File: src/rtl/div_pkg.sv
// Shared types and constants for the sequential divider.
package div_pkg;

    // Controller states, in the order a normal division walks through them.
    typedef enum logic [2:0] {
        IDLE  = 3'd0,
        CHECK = 3'd1,
        CALC  = 3'd2,
        FIX   = 3'd3,
        DONE  = 3'd4
    } state_t;

    // Default operand width.
    localparam int DIV_N = 8;

    // Bits needed to count quotient bits 0..n-1.
    function automatic int cnt_width(input int n);
        return (n < 2) ? 1 : $clog2(n);
    endfunction

    localparam int CNT_W = cnt_width(DIV_N);

endpackage

File: src/rtl/N_ripple_adder.sv
// Ripple-carry adder primitive shared by the arithmetic datapath.
// sum = a + b + carry_in, truncated to W bits.
module N_ripple_adder #(
    parameter int W = 8
) (
    input  logic [W-1:0] a,
    input  logic [W-1:0] b,
    input  logic         carry_in,
    output logic [W-1:0] sum
);

    logic [W:0] c;

    assign c[0] = carry_in;

    for (genvar i = 0; i < W; i++) begin : g_bit
        assign sum[i]   = a[i] ^ b[i] ^ c[i];
        assign c[i+1]   = (a[i] & b[i]) | (c[i] & (a[i] ^ b[i]));
    end

endmodule

File: src/rtl/seq_divider.sv
// Iterative restoring divider: 2N-bit dividend / N-bit divisor, one
// quotient bit per clock, start/done handshake.
// Handshake: start is sampled only in IDLE (busy=0); busy is high from the
// cycle after an accepted start until done; done pulses for one cycle and
// quotient/remainder/overflow/div_by_zero are valid from that cycle and held.
// Build option: define DIV_SIGNED_EN for two's-complement operands and
// results; without it operands and results are unsigned.
module seq_divider
    import div_pkg::*;
#(
    parameter int N = DIV_N
) (
    input  logic             clk,
    input  logic             rst_n,
    input  logic             start,
    input  logic [2*N-1:0]   dividend,
    input  logic [N-1:0]     divisor,
    output logic             busy,
    output logic             done,
    output logic [N-1:0]     quotient,
    output logic [N-1:0]     remainder,
    output logic             overflow,
    output logic             div_by_zero
);

    localparam int CW = cnt_width(N);
    localparam logic [CW-1:0] LAST_BIT = CW'(N - 1);

    state_t          state;
    logic [N-1:0]    hi;        // dividend magnitude, upper half
    logic [N-1:0]    lo;        // dividend magnitude, lower half (shifted out MSB first)
    logic [N-1:0]    dvs;       // divisor magnitude
    logic [N-1:0]    rem;       // partial remainder
    logic [N-1:0]    quo;       // magnitude quotient
    logic [CW-1:0]   cnt;
`ifdef DIV_SIGNED_EN
    logic            neg_dd;
    logic            neg_ds;
    localparam logic [N-1:0] Q_MIN_MAG = {1'b1, {(N-1){1'b0}}};
`endif

    logic [2*N-1:0]  dd_mag;
    logic [N-1:0]    ds_mag;
    logic [N:0]      shifted;
    logic [N:0]      trial_b;
    logic [N:0]      diff;
    logic            fits;
    logic [N-1:0]    q_fix;
    logic [N-1:0]    r_fix;
    logic            ovf_fix;

    // Trial subtraction on N+1 bits: shifted - dvs as shifted + ~dvs + 1.
    assign shifted = {rem, lo[N-1]};
    assign trial_b = ~{1'b0, dvs};
    assign fits    = ~diff[N];

    N_ripple_adder #(.W(N + 1)) u_trial (
        .a        (shifted),
        .b        (trial_b),
        .carry_in (1'b1),
        .sum      (diff)
    );

    // Operand magnitudes; the 2N-bit magnitude is unsigned so the most
    // negative dividend is representable.
    always_comb begin
        dd_mag = dividend;
        ds_mag = divisor;
`ifdef DIV_SIGNED_EN
        if (dividend[2*N-1]) dd_mag = -dividend;
        if (divisor[N-1])    ds_mag = -divisor;
`endif
    end

    // Sign fix-up and final range check of the magnitude quotient.
    always_comb begin
        q_fix   = quo;
        r_fix   = rem;
        ovf_fix = 1'b0;
`ifdef DIV_SIGNED_EN
        if (neg_dd ^ neg_ds) begin
            q_fix   = -quo;
            ovf_fix = (quo > Q_MIN_MAG);
        end else begin
            ovf_fix = quo[N-1];
        end
        if (neg_dd) r_fix = -rem;
        if (ovf_fix) begin
            q_fix = '0;
            r_fix = '0;
        end
`endif
    end

    // Controller and datapath registers with registered outputs.
    always_ff @(posedge clk or negedge rst_n) begin
        if (!rst_n) begin
            state       <= IDLE;
            hi          <= '0;
            lo          <= '0;
            dvs         <= '0;
            rem         <= '0;
            quo         <= '0;
            cnt         <= '0;
`ifdef DIV_SIGNED_EN
            neg_dd      <= 1'b0;
            neg_ds      <= 1'b0;
`endif
            busy        <= 1'b0;
            done        <= 1'b0;
            quotient    <= '0;
            remainder   <= '0;
            overflow    <= 1'b0;
            div_by_zero <= 1'b0;
        end else begin
            case (state)
                IDLE: begin
                    done <= 1'b0;
                    if (start) begin
                        {hi, lo}    <= dd_mag;
                        dvs         <= ds_mag;
`ifdef DIV_SIGNED_EN
                        neg_dd      <= dividend[2*N-1];
                        neg_ds      <= divisor[N-1];
`endif
                        overflow    <= 1'b0;
                        div_by_zero <= 1'b0;
                        busy        <= 1'b1;
                        state       <= CHECK;
                    end
                end
                CHECK: begin
                    if (dvs == '0) begin
                        div_by_zero <= 1'b1;
                        quotient    <= '0;
                        remainder   <= '0;
                        busy        <= 1'b0;
                        done        <= 1'b1;
                        state       <= DONE;
                    end else if (hi >= dvs) begin
                        overflow    <= 1'b1;
                        quotient    <= '0;
                        remainder   <= '0;
                        busy        <= 1'b0;
                        done        <= 1'b1;
                        state       <= DONE;
                    end else begin
                        rem   <= hi;
                        quo   <= '0;
                        cnt   <= '0;
                        state <= CALC;
                    end
                end
                CALC: begin
                    rem <= fits ? diff[N-1:0] : shifted[N-1:0];
                    quo <= {quo[N-2:0], fits};
                    lo  <= {lo[N-2:0], 1'b0};
                    cnt <= cnt + 1'b1;
                    if (cnt == LAST_BIT) state <= FIX;
                end
                FIX: begin
                    quotient  <= q_fix;
                    remainder <= r_fix;
                    overflow  <= ovf_fix;
                    busy      <= 1'b0;
                    done      <= 1'b1;
                    state     <= DONE;
                end
                DONE: begin
                    done  <= 1'b0;
                    state <= IDLE;
                end
                default: state <= IDLE;
            endcase
        end
    end

endmodule

File: config.mk
export PLATFORM = sky130hd
export DESIGN_NAME = seq_divider
export DESIGN_NICKNAME = d
export VERILOG_FILES = /design/src/rtl/div_pkg.sv /design/src/rtl/N_ripple_adder.sv /design/src/rtl/seq_divider.sv
export SDC_FILE = /design/constraint.sdc
export NUM_CORES = 1
export LEC_CHECK = 0
export BUFFER_PORTS_ARGS = -buffer_cell sky130_fd_sc_hd__buf_4
export CELL_PAD_IN_SITES_DETAIL_PLACEMENT = 0
export CELL_PAD_IN_SITES_GLOBAL_PLACEMENT = 1
export CORE_ASPECT_RATIO = 1.4
export CORE_MARGIN = 5
export CORE_UTILIZATION = 42
export CTS_BUF_LIST = sky130_fd_sc_hd__clkbuf_8
export DETAILED_ROUTE_END_ITERATION = 6
export HOLD_SLACK_MARGIN = 0.1
export PLACE_DENSITY = 0.88
export SETUP_SLACK_MARGIN = 0.3
export SLEW_MARGIN = 20
export SYNTH_ARGS = -nofsm -noshare
export SYNTH_HDL_FRONTEND = slang
export SYNTH_SLANG_ARGS = --single-unit
export TNS_END_PERCENT = 5
File: constraint.sdc
create_clock -name clk -period 4.03 [get_ports clk]
set_input_delay 0.403 -clock clk [delete_from_list [all_inputs] [get_ports clk]]
set_output_delay 0.403 -clock clk [all_outputs]
set_load 0.05 [all_outputs]
==> results by stage, run 1 <==
Outcome:
- The flow ran to the end, and the final reports show no timing, DRC or antenna violations.

Logic synthesis:
- The share of synthesized registers carrying an async set or reset is 1.000.
- The post-synthesis cell type count is 44.
- The synthesized flop and latch total is 66.
- The number of synthesized flops with an enable pin is 0.
- The synthesized area per cell is 11.03 sq um.
- Ranked by instance count, the synthesized netlist is headed by sky130_fd_sc_hd__dfrtp_1 (66), sky130_fd_sc_hd__nand2_1 (46), sky130_fd_sc_hd__o21ai_1 (18).
- Sorting the synthesized cells by area gives the leading types as sky130_fd_sc_hd__dfrtp_1 (52%), sky130_fd_sc_hd__nand2_1 (5.4%), sky130_fd_sc_hd__a22o_1 (4.7%).
- The library cell with the highest instance count after synthesis is sky130_fd_sc_hd__dfrtp_1.
- The largest total area in the synthesized netlist belongs to sky130_fd_sc_hd__dfrtp_1.
- Of the synthesized area, sequential elements account for 0.5164.
- The mapped netlist covers 0.003198 sq mm.
- During synthesis, Yosys emitted a total of 0 warnings.
- Counting every net in the synthesized netlist gives 335.
- Synthesis handed over a netlist of 290 instances.
- The flip-flop cell with the highest count after synthesis is sky130_fd_sc_hd__dfrtp_1.
- The area share of the leading cell type in the synthesized netlist is 0.5164.

Floorplan:
- In this run the core area contains 37 standard-cell rows.
- The die outline width is 83.75 microns.
- Measured along the y axis, the die boundary spans 113.2 microns.
- For this configuration, the core starts out at a cell density of 0.4318.
- In this run the count of I/O pins placed on the die edge is 47.
- The full die area is 0.009484 sq mm.
- The floorplan step defined a core boundary enclosing 0.007407 sq mm.

Setup path:
- The worst register-to-register path begins at dvs[0]$_DFFE_PN0P_.
- Traced cell by cell, the critical path runs through ha_2, fa_2, fa_2, fa_2, fa_2, inv_2, fa_1, inv_1, fa_2, fa_2, xnor2_4, buf_6, a211oi_2, a311o_1.
- The largest single stage delay on the critical path is 0.41 ns.
- The slowest stage of the critical path is the sky130_fd_sc_hd__fa_2 cell.
- The cell seen most often among critical-path stages is sky130_fd_sc_hd__fa_2.
- STA puts the critical path data required time at between 4 and 5 ns.
- The endpoint identified for the worst register-to-register timing path is r_fix[2]$_DFFE_PN0P_.
- STA classifies the critical path endpoint as a flip-flop.
- The buffers plus inverters on the worst setup path is 3.
- The nature of the critical path startpoint is a flip-flop.
- Grouping stages by cell kind, the critical path spends the most delay in adder cells.
- In this run the worst path has a maximum fanout of 5.
- The slack of the worst reg-to-reg path is 0.10 ns.
- At the worst endpoint, the arrival time is 4.15 ns.
- The number of cells on the worst reg-to-reg path is 14.
- The critical path is of the flip-flop to flip-flop type.

Clock tree:
- For this design, the CTS-stage hold fixing added 0 buffers.
- The clock drives 66 sinks.
- For the worst-skew pair, the clock arrives at the later sink with an insertion delay of between 0.3 and 0.4 ns.
- The number of H-tree levels is 3.
- Clock tree synthesis inserted a total of 9 buffers.
- In this run the deepest clock path goes through 2 buffers.
- The clock-pin slew on the worst setup and hold paths is 0.08 ns.
- TritonCTS built the clock tree.
- The tree is rooted in a sky130_fd_sc_hd__clkbuf_8.

Detailed routing:
- The iteration count of the initial detailed-routing pass is 4.
- Using the TritonRoute via totals, the vias-per-cell ratio works out to 5.316.
- The final routed DRC violation total is 0.
- The count of nets left with antenna violations once routing finished came out at 0.
- In the final routed layout, each cell accounts on average for 15.43 microns.
- The detailed-route via count is about 2300.
- The first-iteration detailed-routing DRC count is 130.
- The overall routed net length is 6.791 mm.

STA:
- The total of endpoints with negative setup slack in the final report is 0.
- The worst clock skew is 0.006271 ns.
- The final max-slew violation count is 0.
- The slew of the pin with the lowest slew margin is 0.8979 ns.
- The highest clock rate is 254.7 MHz.
- The remaining max-slew budget at the tightest pin is 0.4002.
- Summed over all failing endpoints, the final setup total negative slack is 0 ns.
- The minimum clock period is 3.926 ns.
- The number of failing hold endpoints at the final stage is 0.
- Setup repair after global routing could not meet its margin everywhere.
- The worst hold margin is 0.1441 ns.
- Of the available clock period, the critical path in the final layout requires 0.9741.

Global route:
- The largest net degree at the start of global routing is 67.
- The combined global-route utilization of all metal layers is 0.1541.
- The total overflow left after global routing is 0.
- The number of antenna violations at the first check in global routing is 0.
- The via count of the first global-routing pass is 2401.
- The global-route wire length before repair is between 10 and 15 mm.

Final layout:
- The share of post-route cells with drive strength above 1 is 0.2711.
- The final cell utilization of the core is 0.5350.
- The net count of the finished layout is 383.
- The layout overhead on the synthesized area is 23.90%.
- The total inserted antenna cells is 0.

Power and ir drop:
- The worst vdd rail ir drop is 0.0004157 V.
- The power per unit of standard cell area is 942.0 mW/mm^2.
- In this run the static leakage power is 1.863 nW.

Flow run:
- Across the run, the number of max-cap violations was 0.

Placement:
- At the end of routability-driven placement, the weighted congestion stood at 0.8130.
- The half-perimeter wire length after placement is 4.856 mm.
- In this run the tool buffered the top-level ports with 46 buffer cells.

Min path:
- The path class of the tightest hold or removal check is input pin to asynchronous set/reset pin.
==> what timing repair did <==
action | 4_1_cts | 5_1_grt
endpoints found under the hold margin | 0 | 0
endpoints found under the setup margin | 8 | 8
gates resized for setup | 0 | 10
buffers inserted | 3 | 1
pin swaps | 2 | 5
==> registers in the layout, indices dropped and copies added, names as in the netlist, 3 cells and up <==
| register | flops |
|---|---|
| dvs | 8 |
| hi | 8 |
| lo | 8 |
| q_fix | 8 |
| quotient | 8 |
| r_fix | 8 |
| remainder | 8 |
| cnt | 3 |
| state | 3 |
==> metal layers <==
layer,part of all wire,vias to the layer above,GRT usage
met5,0,-,0
met3,0.044,18,0.02913
met4,0.033,0,0.1019
met2,0.49,64,0.2406
met1,0.43,1129,0.1944
li1,-,1128,-
==> cells by family after synthesis <==
kind of cell    Yosys count  share of synthesized area
simple gates             83                     0.1279
mux                      10                    0.03443
xor+xnor                  1                   0.002739
fa+ha+maj                18                    0.08685
buf+inv                  34                    0.04460
flops                    66                     0.5164
compound gates           78                     0.1870
==> through the flow <==
step / area, sq um / power (mW) / worst slack [ns] / cells
finish: 3963 / 3.733 / 0.1043 / 440
global route: 3963 / 4.008 / -0.02323 / 440
CTS: 3923 / 3.681 / 0.1235 / 439
detailed placement: 3652 / 2.946 / 0.03406 / 420
global placement: 3652 / 2.871 / 0.1378 / 420
floorplan: 3242 / 2.488 / 0.2448 / 290
==> power breakdown <==
part	leakage, nW	internal (mW)	switching [mW]
Combinational	0.895	0.792	1.07
Clock	0.121	0.417	0.268
Sequential	0.847	0.934	0.252
Total	1.86	2.14	1.59
==> worst max path at each step <==
stage,depth (start not counted),from,endpoint,slack (ns)
3_3_place_gp,14,dvs[0]$_DFFE_PN0P_,r_fix[5]$_DFFE_PN0P_,0.14
2_1_floorplan,14,dvs[0]$_DFFE_PN0P_,r_fix[1]$_DFFE_PN0P_,0.24
4_1_cts,15,dvs[0]$_DFFE_PN0P_,r_fix[2]$_DFFE_PN0P_,0.12
6_report,14,dvs[0]$_DFFE_PN0P_,r_fix[2]$_DFFE_PN0P_,0.10
3_5_place_dp,15,dvs[0]$_DFFE_PN0P_,r_fix[2]$_DFFE_PN0P_,0.03
5_1_grt,14,dvs[0]$_DFFE_PN0P_,r_fix[2]$_DFFE_PN0P_,-0.02
==> worst register-to-register path, delay by kind of cell (launching register included) <==
kind / cells / cell delay [ns]
compound gates: 2 / 0.42
xor+xnor: 1 / 0.22
fa+ha+maj: 8 / 2.50
buf+inv: 3 / 0.29
flops: 1 / 0.40
==> layout by cell type, fill, tap and decap left out, types with 5 or more instances in the layout <==
cell type | Yosys | layout
sky130_fd_sc_hd__a22oi_1 | 7 | 7
sky130_fd_sc_hd__inv_1 | 17 | 16
sky130_fd_sc_hd__dfrtp_1 | 66 | 66
sky130_fd_sc_hd__a22o_1 | 17 | 17
sky130_fd_sc_hd__clkbuf_8 | 0 | 9
sky130_fd_sc_hd__mux2_1 | 8 | 8
sky130_fd_sc_hd__and4_1 | 6 | 6
sky130_fd_sc_hd__o21ai_1 | 18 | 18
sky130_fd_sc_hd__nor2_1 | 12 | 9
sky130_fd_sc_hd__a211oi_1 | 7 | 5
sky130_fd_sc_hd__a21oi_1 | 6 | 6
sky130_fd_sc_hd__a311o_1 | 7 | 7
sky130_fd_sc_hd__fa_2 | 0 | 6
sky130_fd_sc_hd__nand2_1 | 46 | 46
sky130_fd_sc_hd__ha_1 | 11 | 10
sky130_fd_sc_hd__buf_4 | 0 | 51
==> layout make-up <==
type / instances / area [sq um]
Fill cell: 672 / 3445
Sequential cell: 66 / 1652
Multi-Input combinational cell: 190 / 1469
Timing Repair Buffer: 53 / 405.4
Clock buffer: 9 / 123.9
Clock inverter: 7 / 123.9
Tap cell: 97 / 121.4
Inverter: 18 / 67.56
(Power assumes the default switching activity.)
==> run 2, diff against run 1 <==
--- a/config.mk
+++ b/config.mk
@@ -15,6 +15,7 @@
 export DETAILED_ROUTE_END_ITERATION = 6
 export HOLD_SLACK_MARGIN = 0.1
 export PLACE_DENSITY = 0.88
+export RECOVER_POWER = 25
 export SETUP_SLACK_MARGIN = 0.3
 export SLEW_MARGIN = 20
 export SYNTH_ARGS = -nofsm -noshare
==> run 2 against run 1 <==
  * Highest routed layer unchanged
  * Wire length about the same
  * Utilization hardly changed
  * Clock power about the same
  * Clock-buffer cell count unchanged
  * Non-clock buffer count stayed put
  * The flow now finishes with violations (max-capacitance violations, max-slew violations)
  * First-iteration DRC count decreased by 0.77%
  * Maximum frequency unchanged
  * Sequential power is essentially flat
  * Combinational power barely moved
  * Worst hold slack better by 0.12 ns
  * Critical path type unchanged
  * Die area did not move
  * Register-to-register slack hardly changed
==> results by stage, run 2 (synthesized netlist as in run 1, its figures left out) <==
Outcome:
- The run finished, with violations left.
- The checks that failed: max-capacitance violations, max-slew violations.

Setup path:
- The nature of the critical path startpoint is a flip-flop.
- The most numerous cell type found on the critical path is sky130_fd_sc_hd__fa_2.
- Broken down by cell family, the worst path's largest delay share belongs to adder cells.
- The buffers plus inverters on the worst setup path came to 3 (unchanged).
- The critical path start-end classification is flip-flop to flip-flop.
- The critical path goes through ha_2, fa_2, fa_2, fa_2, fa_2, inv_2, fa_1, inv_1, fa_2, fa_2, xnor2_4, buf_6, a211oi_2, a311o_1.
- The maximum fanout encountered on the critical timing path came to 5 (unchanged).
- The data arrival time of the critical path is 4.15 ns (about the same).
- The worst endpoint required time was 4.26 ns (about the same).
- Among all stages on the critical path, the largest delay is contributed by sky130_fd_sc_hd__fa_2.
- STA classifies the critical path endpoint as a flip-flop.
- The delay of the slowest cell on the worst path was 0.41 ns (about the same).

Final layout:
- The post-layout net count came to 383 (unchanged).
- The share of post-route cells with drive strength above 1 is 0.2711 (unchanged).
- The most frequent standard cell in the layout excluding fill and tap cells is sky130_fd_sc_hd__dfrtp_1.
- The final cell utilization of the core is 0.5346 (about the same).
- The filler cell count is 673 (+0.15%).
- The layout overhead on the synthesized area is 23.83% (about the same).
- The final standard cell count with taps included and fillers excluded is 440 (unchanged).
- The total inserted antenna cells is 0 (unchanged).
- The final instance area is 0.003960 sq mm (about the same).
- The library cells used most frequently in the layout, excluding fill and tap cells, are sky130_fd_sc_hd__dfrtp_1 (66), sky130_fd_sc_hd__buf_4 (50), sky130_fd_sc_hd__nand2_1 (46), sky130_fd_sc_hd__o21ai_1 (18), sky130_fd_sc_hd__a22o_1 (17).

Global route:
- The number of antenna violations at the first check in global routing is 0 (unchanged).
- The overall overflow remaining after global route is 0 (unchanged).
- The global-route wire length before repair is 11.59 mm (unchanged).
- The combined global-route utilization of all metal layers is 0.1541 (unchanged).
- The via count of the first global-routing pass is 2401 (unchanged).
- The largest net degree at the start of global routing is 67 (unchanged).

Power and ir drop:
- The power per unit of standard cell area was 942.5 mW/mm^2 (about the same).
- The sequential group share of total power was 0.318 (about the same).
- The combinational power share is 0.499 (about the same).
- The switching part of the total came to 0.4260 (about the same).
- The leakage power figure is 1.862 nW (about the same).
- The cell-internal power came to 2.143 mW (about the same).
- The worst vdd rail ir drop came to 0.0004157 V (about the same).
- The relative contribution of the clock network to total power is 0.184 (about the same).
- The net switching component of the power is 1.590 mW (unchanged).

Clock tree:
- The number of H-tree levels came to 3 (unchanged).
- The clock buffer count from CTS came to 9 (unchanged).
- The worst-skew pair later-pin latency is 0.35 ns (about the same).
- The clock-pin slew on the worst setup and hold paths is 0.07 ns (about the same).
- The clock tree root buffer cell is sky130_fd_sc_hd__clkbuf_8.
- The CTS tree is done.
- The number of sinks driven by the clock tree is 66 (unchanged).
- The maximum number of buffers from clock root to sink was 2 (unchanged).

Placement:
- The half-perimeter wire length after placement is 4.856 mm (unchanged).
- The minimum setup slack after placement is 0.03406 ns (unchanged).
- The quantity of I/O buffers inserted on ports came to 46 (unchanged).
- The final weighted congestion of routability-driven global placement came to 0.8130 (unchanged).
- The number of placed instances, taps included is 420 (unchanged).
- The total placed instance area is 0.003652 sq mm (unchanged).

Detailed routing:
- The detailed-route via count is 2339 (unchanged).
- The first-iteration detailed-routing DRC count was 129 (-0.77%).
- The iteration count of the initial detailed-routing pass is 4 (unchanged).
- The routed via count divided by cell count is 5.316 (unchanged).
- The routed wire length on met2 is 3.320 mm (unchanged).
- The overall routed net length was 6.789 mm (about the same).
- The average wire length per cell after detail routing is 15.43 microns (about the same).
- The antenna violation net count after detailed routing came to 0 (unchanged).
- The sum of met3 wire segment lengths after detailed routing is 301 microns (-0.33%).
- The total routed wire length on the met1 layer came to 2.940 mm (unchanged).
- The final routed DRC violation total is 0 (unchanged).
- The highest signal layer in the routed design is met4.

Floorplan:
- The full die area is 0.009484 sq mm (unchanged).
- The number of top-level design ports was 47 (unchanged).
- The height of the die is 113.2 microns (unchanged).
- The total core area came to 0.007407 sq mm (unchanged).
- The number of placement rows is 37 (unchanged).
- The initial standard-cell utilization of the core is 0.4318 (unchanged).
- The die outline width is 83.75 microns (unchanged).

Flow run:
- The number of maximum-capacitance constraint violations is 1 (+1).

STA:
- The minimum clock period is 3.926 ns (unchanged).
- The share of the clock period used by the worst path was 0.9741 (unchanged).
- The total of endpoints with negative setup slack in the final report is 0 (unchanged).
- The slew of the pin with the lowest slew margin is 1.600 ns (+0.7020 ns).
- The worst hold margin was 0.2637 ns (+0.1197 ns).
- The worst clock skew is 0.006271 ns (unchanged).
- The setup slack of the critical path after layout is 0.1043 ns (unchanged).
- The highest clock rate is 254.7 MHz (unchanged).
- Setup repair after global routing could not meet its margin everywhere.
- The final max-slew violation count is 67 (+67).
- The remaining max-slew budget at the tightest pin is -0.06663 (-0.4668).
- The number of failing hold endpoints at the final stage was 0 (unchanged).

Min path:
- The worst min-delay path class is input pin to flip-flop.
==> run 2: cell types whose count changed in the layout (fill, tap and decap cells not counted) <==
| cell | previous run | this run |
|---|---|---|
| sky130_fd_sc_hd__clkbuf_2 | 0 | 1 |
| sky130_fd_sc_hd__buf_4 | 51 | 50 |
==> run 2: layout make-up <==
type | instances | area, sq um | share of cell area
multi-input combinational | 190 | 1469 | 0.3709
sequential | 66 | 1652 | 0.4171
timing repair buffer | 53 | 402.9 | 0.1017
inverter | 18 | 67.56 | 0.01706
tap | 97 | 121.4 | 0.03065
clock buffer | 9 | 123.9 | 0.03128
clock inverter | 7 | 123.9 | 0.03128
==> run 2: final timing paths <==
kind                                    start                 endpoint  slack, ns  cells past startpoint
max                        dvs[0]$_DFFE_PN0P_     r_fix[2]$_DFFE_PN0P_       0.10                     14
min                                divisor[2]       dvs[2]$_DFFE_PN0P_       0.26                      3
max reg2reg                dvs[0]$_DFFE_PN0P_     r_fix[2]$_DFFE_PN0P_       0.10                     14
min reg2reg                 lo[6]$_DFFE_PN0P_        lo[6]$_DFFE_PN0P_       0.48                      2
max in group asynchronous               rst_n       dvs[5]$_DFFE_PN0P_       2.62                      1
min in group asynchronous               rst_n  quotient[6]$_DFFE_PN0P_       0.46                      1
==> run 2: layer usage <==
metal,up-vias,GRT usage
li1,1128,-
met4,0,0.1019
met2,64,0.2406
met1,1129,0.1944
met5,-,0
met3,18,0.02913
==> run 2: power by group through the flow <==
stage	Combinational (mW)	Sequential, mW	Clock (mW)
finish	1.86	1.19	0.685
CTS	1.80	1.18	0.702
global route	2.05	1.23	0.728
detailed placement	1.75	1.20	0
floorplan	1.19	1.30	0
global placement	1.69	1.19	0
==> run 2: metrics by stage <==
stage | TNS [ns] | power [mW]
floorplan | 0 | 2.488
global placement | 0 | 2.871
detailed placement | 0 | 2.946
CTS | 0 | 3.681
global route | -0.02323 | 4.008
finish | 0 | 3.732
==> run 2: worst reg2reg max path, stage by stage, from the launching register on <==
cell	delay, ns
sky130_fd_sc_hd__dfrtp_1	0.40
sky130_fd_sc_hd__ha_2	0.19
sky130_fd_sc_hd__fa_2	0.34
sky130_fd_sc_hd__fa_2	0.35
sky130_fd_sc_hd__fa_2	0.35
sky130_fd_sc_hd__fa_2	0.34
sky130_fd_sc_hd__inv_2	0.06
sky130_fd_sc_hd__fa_1	0.16
sky130_fd_sc_hd__inv_1	0.06
sky130_fd_sc_hd__fa_2	0.36
sky130_fd_sc_hd__fa_2	0.41
sky130_fd_sc_hd__xnor2_4	0.22
sky130_fd_sc_hd__buf_6	0.17
sky130_fd_sc_hd__a211oi_2	0.07
sky130_fd_sc_hd__a311o_1	0.35
==> run 2: what timing repair did <==
item / 4_1_cts / 5_1_grt
hold endpoints to repair: 0 / 0
setup buffers: 3 / 1
setup endpoints to repair: 8 / 8
hold buffers: 0 / 0
gates resized for setup: 0 / 10
pin swaps: 2 / 5
